## config.mk

```make
export PLATFORM = sky130hd
export DESIGN_NAME = fb_stream_reader
export DESIGN_NICKNAME = d
export VERILOG_FILES = /design/src/rtl/fb_pkg.sv /design/src/rtl/fb_stream_fifo.sv /design/src/rtl/fb_stream_reader.sv
export SDC_FILE = /design/constraint.sdc
export NUM_CORES = 1
export LEC_CHECK = 0
export ABC_AREA = 1
export BUFFER_PORTS_ARGS = -buffer_cell sky130_fd_sc_hd__buf_2
export CAP_MARGIN = 30
export CORE_MARGIN = 1.5
export CORE_UTILIZATION = 64
export DETAILED_ROUTE_END_ITERATION = 10
export GPL_TIMING_DRIVEN = 0
export PLACE_DENSITY_LB_ADDON = 0.2
export SYNTH_ARGS = -nofsm -noshare
export SYNTH_HDL_FRONTEND = slang
export SYNTH_SLANG_ARGS = --single-unit
```

## constraint.sdc

```tcl
create_clock -name clk_in -period 5.3 [get_ports clk_in]
set_input_delay 0 -clock clk_in [delete_from_list [all_inputs] [get_ports clk_in]]
set_output_delay 0 -clock clk_in [all_outputs]
set_load 0.03 [all_outputs]
```

## src/rtl/fb_pkg.sv

```systemverilog
// Shared frame-buffer definitions for the pixel writer and the stream reader.
// Holds the default frame geometry, the pixel type and the reader FSM states.
package fb_pkg;

    localparam int H_RES     = 320;
    localparam int V_RES     = 180;
    localparam int FB_PIXELS = H_RES * V_RES;

    typedef logic [15:0] pixel_t;

    typedef enum logic [1:0] {
        IDLE,
        READ,
        DRAIN
    } state_t;

endpackage

```

## src/rtl/fb_stream_fifo.sv

```systemverilog
// Small synchronous first-word-fall-through FIFO.
// The head entry is presented from register storage, so data_o, valid_o and
// count_o carry no combinational path from the push side.
// Ports:
//   clk_i, rst_i   clock, asynchronous active-high reset
//   push_i/data_i  write one entry (caller guarantees no push while full)
//   pop_i          consume the head entry (ignored while empty)
//   valid_o/data_o head entry
//   count_o        current occupancy
module fb_stream_fifo #(
    parameter int WIDTH = 18,
    parameter int DEPTH = 4,
    parameter int CNT_W = $clog2(DEPTH + 1)
) (
    input  logic             clk_i,
    input  logic             rst_i,
    input  logic             push_i,
    input  logic [WIDTH-1:0] data_i,
    input  logic             pop_i,
    output logic             valid_o,
    output logic [WIDTH-1:0] data_o,
    output logic [CNT_W-1:0] count_o
);

    localparam int PTR_W = (DEPTH > 1) ? $clog2(DEPTH) : 1;

    logic [WIDTH-1:0] mem_q [DEPTH];
    logic [PTR_W-1:0] wr_ptr_q, wr_ptr_d;
    logic [PTR_W-1:0] rd_ptr_q, rd_ptr_d;
    logic [CNT_W-1:0] count_q, count_d;
    logic             pop_eff;

    // Pointers wrap explicitly so DEPTH need not be a power of two.
    function automatic logic [PTR_W-1:0] ptr_inc(input logic [PTR_W-1:0] p);
        if (p == PTR_W'(DEPTH - 1)) begin
            return '0;
        end
        return p + 1'b1;
    endfunction

    assign pop_eff = pop_i && (count_q != '0);

    always_comb begin
        wr_ptr_d = push_i  ? ptr_inc(wr_ptr_q) : wr_ptr_q;
        rd_ptr_d = pop_eff ? ptr_inc(rd_ptr_q) : rd_ptr_q;
        count_d  = count_q;
        if (push_i && !pop_eff) begin
            count_d = count_q + 1'b1;
        end else if (!push_i && pop_eff) begin
            count_d = count_q - 1'b1;
        end
    end

    // Storage is cleared on reset so the stream outputs read as zero.
    always_ff @(posedge clk_i or posedge rst_i) begin
        if (rst_i) begin
            for (int i = 0; i < DEPTH; i++) begin
                mem_q[i] <= '0;
            end
            wr_ptr_q <= '0;
            rd_ptr_q <= '0;
            count_q  <= '0;
        end else begin
            if (push_i) begin
                mem_q[wr_ptr_q] <= data_i;
            end
            wr_ptr_q <= wr_ptr_d;
            rd_ptr_q <= rd_ptr_d;
            count_q  <= count_d;
        end
    end

    assign valid_o = (count_q != '0);
    assign data_o  = mem_q[rd_ptr_q];
    assign count_o = count_q;

endmodule

```

## src/rtl/fb_stream_reader.sv

```systemverilog
// Frame-buffer stream reader.
// On an accepted start it reads every pixel address in raster order from the
// BRAM spare port and delivers the pixels as a ready/valid stream with
// frame-start (first_out) and end-of-line (last_out) markers.
// Reads are only issued while the output FIFO is guaranteed to have room for
// every read already in flight, so backpressure never loses a returning pixel.
// Ports:
//   clk_in, rst_in            clock, asynchronous active-high reset
//   start_in                  one-cycle frame request (accepted only in IDLE)
//   busy_out, done_out        frame in progress / one-cycle completion pulse
//   rd_en_out, rd_addr_out    BRAM read request
//   rd_data_in                BRAM data, RD_LATENCY cycles after rd_en_out
//   valid_out, ready_in       output stream handshake
//   data_out, first_out, last_out  pixel and its markers
module fb_stream_reader #(
    parameter int H_RES      = fb_pkg::H_RES,
    parameter int V_RES      = fb_pkg::V_RES,
    parameter int ADDR_W     = 16,
    parameter int DATA_W     = 16,
    parameter int RD_LATENCY = 2,
    parameter int FIFO_DEPTH = 4
) (
    input  logic              clk_in,
    input  logic              rst_in,
    input  logic              start_in,
    output logic              busy_out,
    output logic              done_out,
    output logic              rd_en_out,
    output logic [ADDR_W-1:0] rd_addr_out,
    input  logic [DATA_W-1:0] rd_data_in,
    output logic              valid_out,
    input  logic              ready_in,
    output logic [DATA_W-1:0] data_out,
    output logic              first_out,
    output logic              last_out
);

    import fb_pkg::*;

    localparam int XW  = (H_RES > 1) ? $clog2(H_RES) : 1;
    localparam int YW  = (V_RES > 1) ? $clog2(V_RES) : 1;
    localparam int FCW = $clog2(FIFO_DEPTH + 1);
    localparam int CW  = $clog2(FIFO_DEPTH + RD_LATENCY + 1) + 1;

    state_t              state_q, state_d;
    logic [ADDR_W-1:0]   addr_q, addr_d;
    logic [XW-1:0]       x_q, x_d;
    logic [YW-1:0]       y_q, y_d;
    logic                done_q, done_d;
    logic                rd_en;

    logic [RD_LATENCY-1:0] tag_vld_q, tag_first_q, tag_last_q;
    logic [CW-1:0]         inflight;
    logic [CW-1:0]         used;
    logic                  credit_ok;
    logic                  line_end, frame_end;

    logic                  fifo_push;
    logic                  fifo_valid;
    logic                  pop;
    logic [FCW-1:0]        fifo_count;
    logic [DATA_W+1:0]     fifo_rdata;

    assign line_end  = (x_q == XW'(H_RES - 1));
    assign frame_end = line_end && (y_q == YW'(V_RES - 1));
    assign pop       = fifo_valid && ready_in;
    assign fifo_push = tag_vld_q[RD_LATENCY-1];

    // A pop this cycle frees a slot, so it may be reused by this cycle's read.
    always_comb begin
        inflight = '0;
        for (int i = 0; i < RD_LATENCY; i++) begin
            inflight = inflight + CW'(tag_vld_q[i]);
        end
        used      = CW'(fifo_count) + inflight - CW'(pop);
        credit_ok = (used < CW'(FIFO_DEPTH));
    end

    always_comb begin
        state_d = state_q;
        addr_d  = addr_q;
        x_d     = x_q;
        y_d     = y_q;
        done_d  = 1'b0;
        rd_en   = 1'b0;
        case (state_q)
            IDLE: begin
                // done_q masks a start landing in the completion cycle.
                if (start_in && !done_q) begin
                    state_d = READ;
                    addr_d  = '0;
                    x_d     = '0;
                    y_d     = '0;
                end
            end
            READ: begin
                if (credit_ok) begin
                    rd_en  = 1'b1;
                    addr_d = addr_q + 1'b1;
                    if (line_end) begin
                        x_d = '0;
                        y_d = y_q + 1'b1;
                    end else begin
                        x_d = x_q + 1'b1;
                    end
                    if (frame_end) begin
                        state_d = DRAIN;
                    end
                end
            end
            DRAIN: begin
                // With nothing in flight, the FIFO holds only the tail of the
                // frame; finish on the handshake that empties it.
                if (inflight == '0 &&
                    (fifo_count == '0 || (fifo_count == FCW'(1) && pop))) begin
                    state_d = IDLE;
                    done_d  = 1'b1;
                end
            end
            default: state_d = IDLE;
        endcase
    end

    always_ff @(posedge clk_in or posedge rst_in) begin
        if (rst_in) begin
            state_q     <= IDLE;
            addr_q      <= '0;
            x_q         <= '0;
            y_q         <= '0;
            done_q      <= 1'b0;
            tag_vld_q   <= '0;
            tag_first_q <= '0;
            tag_last_q  <= '0;
        end else begin
            state_q <= state_d;
            addr_q  <= addr_d;
            x_q     <= x_d;
            y_q     <= y_d;
            done_q  <= done_d;
            // Tags ride alongside the BRAM latency so markers stay aligned.
            for (int i = RD_LATENCY - 1; i > 0; i--) begin
                tag_vld_q[i]   <= tag_vld_q[i-1];
                tag_first_q[i] <= tag_first_q[i-1];
                tag_last_q[i]  <= tag_last_q[i-1];
            end
            tag_vld_q[0]   <= rd_en;
            tag_first_q[0] <= (addr_q == '0);
            tag_last_q[0]  <= line_end;
        end
    end

    fb_stream_fifo #(
        .WIDTH (DATA_W + 2),
        .DEPTH (FIFO_DEPTH),
        .CNT_W (FCW)
    ) u_fifo (
        .clk_i   (clk_in),
        .rst_i   (rst_in),
        .push_i  (fifo_push),
        .data_i  ({tag_first_q[RD_LATENCY-1], tag_last_q[RD_LATENCY-1], rd_data_in}),
        .pop_i   (pop),
        .valid_o (fifo_valid),
        .data_o  (fifo_rdata),
        .count_o (fifo_count)
    );

    assign busy_out    = (state_q != IDLE);
    assign done_out    = done_q;
    assign rd_en_out   = rd_en;
    assign rd_addr_out = addr_q;
    assign valid_out   = fifo_valid;
    assign first_out   = fifo_rdata[DATA_W+1];
    assign last_out    = fifo_rdata[DATA_W];
    assign data_out    = fifo_rdata[DATA_W-1:0];

endmodule

```

==> load_flow_metrics.sql, run 1 <==
INSERT INTO impl_metrics (metric_group, metric, value, unit) VALUES
('sta', 'final_min_period_over_clock_period', '60.75', '%'),
('global_routing', 'global_route_wire_length_before_repair', '25900', 'µm'),
('synthesis', 'ys_dominant_reg_cell', 'sky130_fd_sc_hd__dfrtp_1', ''),
('worst_setup_path', 'worst_path_largest_cell_delay', '410', 'ps'),
('floorplan', 'design.core.area', '9196', 'µm²'),
('sta', 'timing.clock.skew', '8.139', 'ps'),
('power_and_ir_drop', 'sequentialPowerShare', '29.6', '%'),
('synthesis', 'syn_area_per_cell', '8.105', 'µm²'),
('clocking', 'cts_post_setup_buffers_inserted', '0', ''),
('routing', 'antenna_violating_nets_post_route', '0', ''),
('clocking', 'cts_hold_repair.buffers', '20', ''),
('clocking', 'worst_setup_hold_path_clk_slew', '60', 'ps'),
('floorplan', 'initial_util', '66.01', '%'),
('sta', 'finalSetupViolCount', '0', ''),
('synthesis', 'synth.cells.most_frequent', '187 x sky130_fd_sc_hd__nand2_1, 126 x sky130_fd_sc_hd__o21ai_0, 121 x sky130_fd_sc_hd__dfrtp_1', ''),
('power_and_ir_drop', 'power_density', '701.0', 'nW/µm²'),
('worst_setup_path', 'worstPathMaxFanout', '11', ''),
('worst_setup_path', 'critical_path.startpoint_type', 'register', ''),
('sta', 'setup_total_negative_slack', '0', 'ps'),
('clocking', 'cts_root_buf', 'sky130_fd_sc_hd__clkbuf_8', ''),
('clocking', 'cts_num_sinks', '121', ''),
('place', 'buffer_ports.inserted', '57', ''),
('synthesis', 'yosys_register_bits', '121', ''),
('worst_hold_path', 'hold_class', 'input port to register', ''),
('synthesis', 'synth_warnings', '0', ''),
('worst_hold_path', 'min-delay-start', 'rd_data_in[4]', ''),
('global_routing', 'pin_count_of_the_biggest_net_entering_global_routing', '101', ''),
('worst_setup_path', 'setup.worst_path.start', 'u_fifo.count_o[0]$_DFFE_PP0P_', ''),
('worst_setup_path', 'worst_path_max_delay_cell', 'sky130_fd_sc_hd__dfrtp_1', ''),
('power_and_ir_drop', 'leakage', '3.637', 'nW'),
('synthesis', 'synth-async-reset-ratio', '100.0', '%'),
('global_routing', 'globalRoute.totalOverflow', '0', ''),
('global_routing', 'first_global_vias', '5503', ''),
('synthesis', 'netlist_area', '6071', 'µm²'),
('sta', 'timing.fmax', '310.6', 'MHz'),
('floorplan', 'die_width', '100.4', 'µm'),
('worst_setup_path', 'path_cells', 'inv_1, ha_1, nand2_1, nand2_1, inv_1, ha_1, inv_1, ha_1, nand3_1, a21oi_2, nand2_2, nor2_1, buf_4, buf_2', ''),
('worst_setup_path', 'cp_data_arrival_time', '3220', 'ps'),
('clocking', 'cts_max_level', '4', ''),
('routing', 'post_drt_wl_per_cell', '16.05', 'µm'),
('routing', 'drt_drc_violations_left', '0', ''),
('synthesis', 'yosysTopAreaCellShare', '49.88', '%'),
('synthesis', 'synth_cell_types', '31', ''),
('synthesis', 'number_of_enable_type_register_cells_in_the_synthesized_netlist', '0', ''),
('final_layout', 'antenna_cells_inserted', '0', ''),
('place', 'finalWeightedCongestion', '0.9474', ''),
('synthesis', 'synth.top_cells.by_area', 'sky130_fd_sc_hd__dfrtp_1 50%, sky130_fd_sc_hd__nand2_1 12%, sky130_fd_sc_hd__o21ai_0 10%', ''),
('synthesis', 'mappedNetlistNets', '789', ''),
('power_and_ir_drop', 'switching_power', '2.308', 'mW'),
('power_and_ir_drop', 'p_int', '2.864', 'mW'),
('final_layout', 'fin_area', '7377', 'µm²'),
('floorplan', 'die-height', '100.4', 'µm'),
('sta', 'max_slew_headroom', '60.88', '%'),
('routing', 'num_vias', '5602', ''),
('worst_setup_path', 'type_of_the_worst_setup_path', 'register to output pin', ''),
('run_status', 'run_status', 'completed', ''),
('synthesis', 'ys_seq_area_share', '49.88', '%'),
('floorplan', 'boundaryPins', '58', ''),
('clocking', 'cts_buffers', '17', ''),
('power_and_ir_drop', 'p_sw_share', '44.62', '%'),
('synthesis', 'yosysMostFrequentCell', 'sky130_fd_sc_hd__nand2_1', ''),
('sta', 'fin_crit', '3220', 'ps'),
('final_layout', 'post_route_cells_drive_above_1_share', '13.74', '%'),
('place', 'placed_cell_area', '6528', 'µm²'),
('clocking', 'cts_tree', 'built', ''),
('power_and_ir_drop', 'worst_ir_drop_vdd', '0.3638', 'mV'),
('routing', 'first_iter_violations', '417', ''),
('global_routing', 'grtUsageTotal', '33.34', '%'),
('sta', 'slew_viol_final', '0', ''),
('power_and_ir_drop', 'share_clk_of_total_power', '24.5', '%'),
('place', 'detailedPlacementHpwl', '9894', 'µm');
==> per-layer routing <==
| layer | track usage [%] | vias to the layer above | share of wire [%] |
|---|---|---|---|
| met2 | 59.92 | 276 | 52 |
| li1 | - | 2641 | - |
| met1 | 39.62 | 2652 | 39 |
| met3 | 6.685 | 33 | 7.2 |
| met5 | 0 | - | 0 |
| met4 | 12.24 | 0 | 2.0 |
==> layout make-up <==
| cell class | count | area (µm²) |
|---|---|---|
| clock inverter | 13 | 217.7 |
| tap | 111 | 138.9 |
| buffer | 29 | 138.9 |
| inverter | 70 | 270.3 |
| timing repair buffer | 78 | 513.0 |
| multi-input combinational | 529 | 2639 |
| sequential | 121 | 3028 |
| clock buffer | 19 | 431.7 |
| fill | 587 | 1819 |
==> sequential cells by signal (all words and copies together) (netlist names) <==
name	cells
tag_first_q	2
u_fifo.count_o	3
state_q	2
tag_last_q	2
x_q	9
y_q	8
u_fifo.mem_q	72
done_out	1
tag_vld_q	2
u_fifo.rd_ptr_q	2
u_fifo.wr_ptr_q	2
rd_addr_out	16
==> power groups by stage <==
| stage | Combinational [mW] | Clock, mW | Sequential (mW) |
|---|---|---|---|
| after global placement | 2.24 | 0 | 1.51 |
| after floorplan | 1.66 | 0 | 1.53 |
| after CTS | 2.37 | 1.27 | 1.52 |
| final | 2.38 | 1.26 | 1.53 |
| after detailed placement | 2.32 | 0 | 1.52 |
| after global routing | 2.61 | 1.31 | 1.57 |
==> through the flow <==
stage	power [mW]	utilization [%]	worst slack (ps)	hold slack [ps]	instances
3_5_place_dp	3.843	70.98	2623	-35.81	918
2_1_floorplan	3.184	-	2086	190.5	749
6_report	5.171	80.22	2080	325.2	970
3_3_place_gp	3.742	70.63	822.1	307.6	917
5_1_grt	5.497	80.22	1847	340.8	970
4_1_cts	5.166	80.22	2083	321.3	970
==> cell families (layout without fill, tap and decap cells) <==
kind of cell | after synthesis | count (layout) | share of synthesized area (%)
buffers and inverters | 99 | 209 | 6.657
DFF | 121 | 121 | 49.88
AOI/OAI and AO/OA | 155 | 155 | 13.66
xor gates and xnor gates | 11 | 11 | 1.587
and+or+nand+nor | 343 | 343 | 24.09
adders and majority gates | 20 | 20 | 4.122
==> path summary, 6_finish.rpt <==
kind                                                end  slack, ps  cells after the start
max                                           rd_en_out       2080                     14
min                        u_fifo.mem_q[58]$_DFFE_PP0P_        330                      4
max reg2reg                          x_q[7]$_DFFE_PP0P_       2570                     16
min reg2reg                    tag_first_q[1]$_DFF_PP0_        350                      0
max in group asynchronous   u_fifo.mem_q[3]$_DFFE_PP0P_       3970                      5
min in group asynchronous            y_q[0]$_DFFE_PP0P_        600                      4
==> cells in the final DEF (no fill, tap or decap), types with 4 or more instances in the layout <==
cell type	Yosys	routed
sky130_fd_sc_hd__nor3b_1	4	4
sky130_fd_sc_hd__nand2_1	187	187
sky130_fd_sc_hd__bufinv_16	0	5
sky130_fd_sc_hd__clkbuf_16	0	16
sky130_fd_sc_hd__o21ai_2	6	6
sky130_fd_sc_hd__nand4_1	14	14
sky130_fd_sc_hd__dfrtp_1	121	121
sky130_fd_sc_hd__nand3_1	33	33
sky130_fd_sc_hd__buf_2	3	60
sky130_fd_sc_hd__nor2_1	85	85
sky130_fd_sc_hd__dlygate4sd3_1	0	20
sky130_fd_sc_hd__inv_1	67	66
sky130_fd_sc_hd__clkbuf_1	22	23
sky130_fd_sc_hd__nor3_1	5	5
sky130_fd_sc_hd__o22ai_1	18	18
sky130_fd_sc_hd__ha_1	20	20
sky130_fd_sc_hd__clkinv_4	0	4
sky130_fd_sc_hd__nand2_2	5	5
sky130_fd_sc_hd__xor2_1	8	8
sky130_fd_sc_hd__o21ai_0	126	126
==> critical path: cells and delay by family (launching register included) <==
| family | cells | cell delay (ps) |
|---|---|---|
| simple gates | 5 | 600 |
| compound gates | 1 | 250 |
| flops | 1 | 410 |
| buf+inv | 5 | 780 |
| fa+ha+maj | 3 | 660 |
Power figures use the tool's default switching activity.
==> run 2: changes to the inputs <==
Settings changed: CORE_UTILIZATION 64 to 54.
Clock period 5.3 ns to 2.7 ns, I/O delays scaled along.
==> run 2 against run 1 <==
  * Global-route usage decreased by 4.9 points
  * Critical path depth unchanged
  * Critical path type unchanged
  * Largest cell class unchanged
  * Sequential power increased by 95%
==> load_flow_metrics.sql, run 2 (synthesis results as in run 1) <==
INSERT INTO impl_metrics (metric_group, metric, value, unit) VALUES
('run_status', 'run_status', 'completed', ''),
('clocking', 'cts_root_buf', 'sky130_fd_sc_hd__clkbuf_8', ''),
('worst_setup_path', 'type_of_the_worst_setup_path', 'register to output pin', ''),
('global_routing', 'grtUsageTotal', '28.49', '%'),
('sta', 'timing.clock.skew', '7.107', 'ps'),
('sta', 'finalSetupViolCount', '0', ''),
('floorplan', 'design.core.area', '10890', 'µm²'),
('final_layout', 'fin_util', '69.00', '%'),
('floorplan', 'die-height', '109.0', 'µm'),
('final_layout', 'regMostFlops', 'u_fifo.mem_q', ''),
('sta', 'finalHoldViolCount', '0', ''),
('power_and_ir_drop', 'worst_ir_drop_vdd', '0.9061', 'mV'),
('place', 'buffer_ports.inserted', '57', ''),
('final_layout', 'most-common-layout-cells', '185 x sky130_fd_sc_hd__nand2_1, 126 x sky130_fd_sc_hd__o21ai_0, 121 x sky130_fd_sc_hd__dfrtp_1', ''),
('routing', 'antenna_violating_nets_post_route', '0', ''),
('place', 'finalWeightedCongestion', '0.8912', ''),
('final_layout', 'post_route_cells_drive_above_1_share', '15.96', '%'),
('routing', 'detail_route.vias_per_cell', '5.526', ''),
('floorplan', 'boundaryPins', '58', ''),
('routing', 'post_drt_wl_per_cell', '15.46', 'µm'),
('routing', 'totalWireLength', '15630', 'µm'),
('place', 'dpl_worst_slack', '31.43', 'ps'),
('power_and_ir_drop', 'switching_power', '4.614', 'mW'),
('worst_hold_path', 'worstHoldEndpoint', 'u_fifo.mem_q[25]$_DFFE_PP0P_', ''),
('worst_hold_path', 'min-delay-start', 'rd_data_in[7]', ''),
('routing', 'drt_drc_violations_left', '0', ''),
('final_layout', 'antenna_cells_inserted', '0', ''),
('worst_setup_path', 'critical_path.reg2reg.startpoint', 'u_fifo.count_o[0]$_DFFE_PP0P_', ''),
('sta', 'timing.fmax', '389.6', 'MHz'),
('sta', 'slew_viol_final', '0', ''),
('sta', 'final_min_period_over_clock_period', '95.05', '%'),
('sta', 'fin_worst_hold_slack', '324.2', 'ps'),
('power_and_ir_drop', 'share_clk_of_total_power', '22.2', '%'),
('worst_setup_path', 'worst_r2r_path_depth', '17', ''),
('global_routing', 'first_global_vias', '5482', ''),
('run', 'drv.max_cap_violation_count', '0', ''),
('global_routing', 'globalRoute.totalOverflow', '0', ''),
('routing', 'first_iter_violations', '443', ''),
('clocking', 'clk_latency', '530', 'ps'),
('routing', 'num_vias', '5587', ''),
('floorplan', 'die_width', '109.0', 'µm'),
('sta', 'worstMarginPinSlew', '602.0', 'ps'),
('power_and_ir_drop', 'leakage', '3.674', 'nW'),
('power_and_ir_drop', 'comb_power_share', '48.7', '%'),
('global_routing', 'antenna_violations_before_repair', '0', ''),
('worst_setup_path', 'cp_data_arrival_time', '2570', 'ps'),
('clocking', 'cts_buffers', '17', ''),
('final_layout', 'finish.net_count', '898', ''),
('final_layout', 'synthToLayoutAreaGrowth', '23.74', '%'),
('worst_hold_path', 'min_delay_path_depth', '4', ''),
('global_routing', 'pin_count_of_the_biggest_net_entering_global_routing', '42', ''),
('clocking', 'cts_max_level', '4', ''),
('final_layout', 'final_common_cell', 'sky130_fd_sc_hd__nand2_1', ''),
('sta', 'layout_setup_ws', '133.6', 'ps'),
('sta', 'max_slew_headroom', '59.86', '%'),
('final_layout', 'largest_reg_flops', '72', ''),
('worst_setup_path', 'critical_path.startpoint_type', 'register', ''),
('floorplan', 'dieArea', '11890', 'µm²'),
('power_and_ir_drop', 'power_density', '1368', 'nW/µm²'),
('power_and_ir_drop', 'sequentialPowerShare', '29.1', '%'),
('floorplan', 'std_cell_rows', '38', ''),
('sta', 'fin_crit', '2566', 'ps'),
('worst_setup_path', 'worst_r2r_end', 'x_q[6]$_DFFE_PP0P_', ''),
('worst_hold_path', 'hold_class', 'input port to register', ''),
('global_routing', 'global_route_wire_length_before_repair', '25880', 'µm'),
('clocking', 'cts_tree', 'built', ''),
('power_and_ir_drop', 'p_int', '5.664', 'mW'),
('clocking', 'worst_setup_hold_path_clk_slew', '60', 'ps'),
('worst_setup_path', 'worst_setup_path_end_kind', 'output pin', ''),
('floorplan', 'initial_util', '55.76', '%'),
('worst_setup_path', 'worst_ep_required_time', '2700', 'ps'),
('worst_setup_path', 'register_to_register_setup_slack', '240', 'ps'),
('clocking', 'cts_num_sinks', '121', ''),
('place', 'detailedPlacementHpwl', '10190', 'µm'),
('routing', 'detail_route.first_pass.iterations', '5', ''),
('power_and_ir_drop', 'p_sw_share', '44.89', '%'),
('clocking', 'cts-root-to-sink-buffers', '2', ''),
('worst_setup_path', 'worstPathMaxFanout', '3', '');
## run 2: repair_timing
| item | 4_1_cts | 5_1_grt |
|---|---|---|
| pin swaps | 2 | 3 |
| hold buffers | 20 | 0 |
| hold endpoints to repair | 156 | 0 |
| resized for setup | 6 | 7 |
| buffers inserted | 6 | 4 |
| setup endpoints to repair | 18 | 27 |
## run 2: area by class of cell
type                    count  area (µm²)
fillers                   853        3376
repair buffers             90       626.9
well taps                 140       175.2
plain buffers              29       138.9
clock buffers              18       427.9
flip-flops and latches    121        3028
clock inverters            14       170.2
inverters                  70       269.0
multi-input cells         529        2676
## run 2: worst max path at each step
stage                                        startpoint                          end  slack, ps  depth (start not counted)
after floorplan           u_fifo.count_o[0]$_DFFE_PP0P_  rd_addr_out[12]$_DFFE_PP0P_        160                         15
after global placement    u_fifo.count_o[0]$_DFFE_PP0P_           x_q[8]$_DFFE_PP0P_        100                         16
after detailed placement  u_fifo.count_o[0]$_DFFE_PP0P_   rd_addr_out[2]$_DFFE_PP0P_         30                         16
after CTS                 u_fifo.count_o[0]$_DFFE_PP0P_                    rd_en_out         20                         14
after global routing      u_fifo.count_o[0]$_DFFE_PP0P_                    rd_en_out        -20                         14
final                     u_fifo.count_o[0]$_DFFE_PP0P_                    rd_en_out        130                         14
## run 2: through the flow
step / TNS (ps) / instance area [µm²] / instances / total power [mW]
2_1_floorplan: 0 / 6075 / 749 / 6.250
3_3_place_gp: 0 / 6535 / 946 / 7.379
3_5_place_dp: 0 / 6595 / 949 / 7.559
4_1_cts: 0 / 7450 / 1007 / 10.10
5_1_grt: -17.27 / 7512 / 1011 / 11.00
6_report: 0 / 7512 / 1011 / 10.28
## run 2: power by group through the flow
| stage | combinational [mW] | clock, mW | sequential [mW] |
|---|---|---|---|
| final | 5.01 | 2.28 | 2.99 |
| after global routing | 5.56 | 2.37 | 3.07 |
| after CTS | 4.84 | 2.29 | 2.97 |
| after detailed placement | 4.57 | 0 | 2.99 |
| after global placement | 4.42 | 0 | 2.96 |
| after floorplan | 3.25 | 0 | 3.00 |
## run 2: worst max-delay path, cell delays in order, from the launching register on
cell and delay, ps:
sky130_fd_sc_hd__dfrtp_1 380, sky130_fd_sc_hd__inv_2 70, sky130_fd_sc_hd__ha_4 160, sky130_fd_sc_hd__nand2_2 80
sky130_fd_sc_hd__nand2_2 70, sky130_fd_sc_hd__inv_2 70, sky130_fd_sc_hd__ha_1 140, sky130_fd_sc_hd__inv_1 40
sky130_fd_sc_hd__ha_1 290, sky130_fd_sc_hd__nand3_2 120, sky130_fd_sc_hd__a21oi_4 160, sky130_fd_sc_hd__nand2_2 100
sky130_fd_sc_hd__nor2_4 100, sky130_fd_sc_hd__buf_4 130, sky130_fd_sc_hd__buf_6 120
## run 2: per-layer routing
metal	global-route usage, %	vias up	share of wire (%)
met5	0	-	0
met3	5.738	32	5.6
met1	36.78	2697	44
met4	12.22	0	2.1
met2	46.65	195	48
li1	-	2663	-
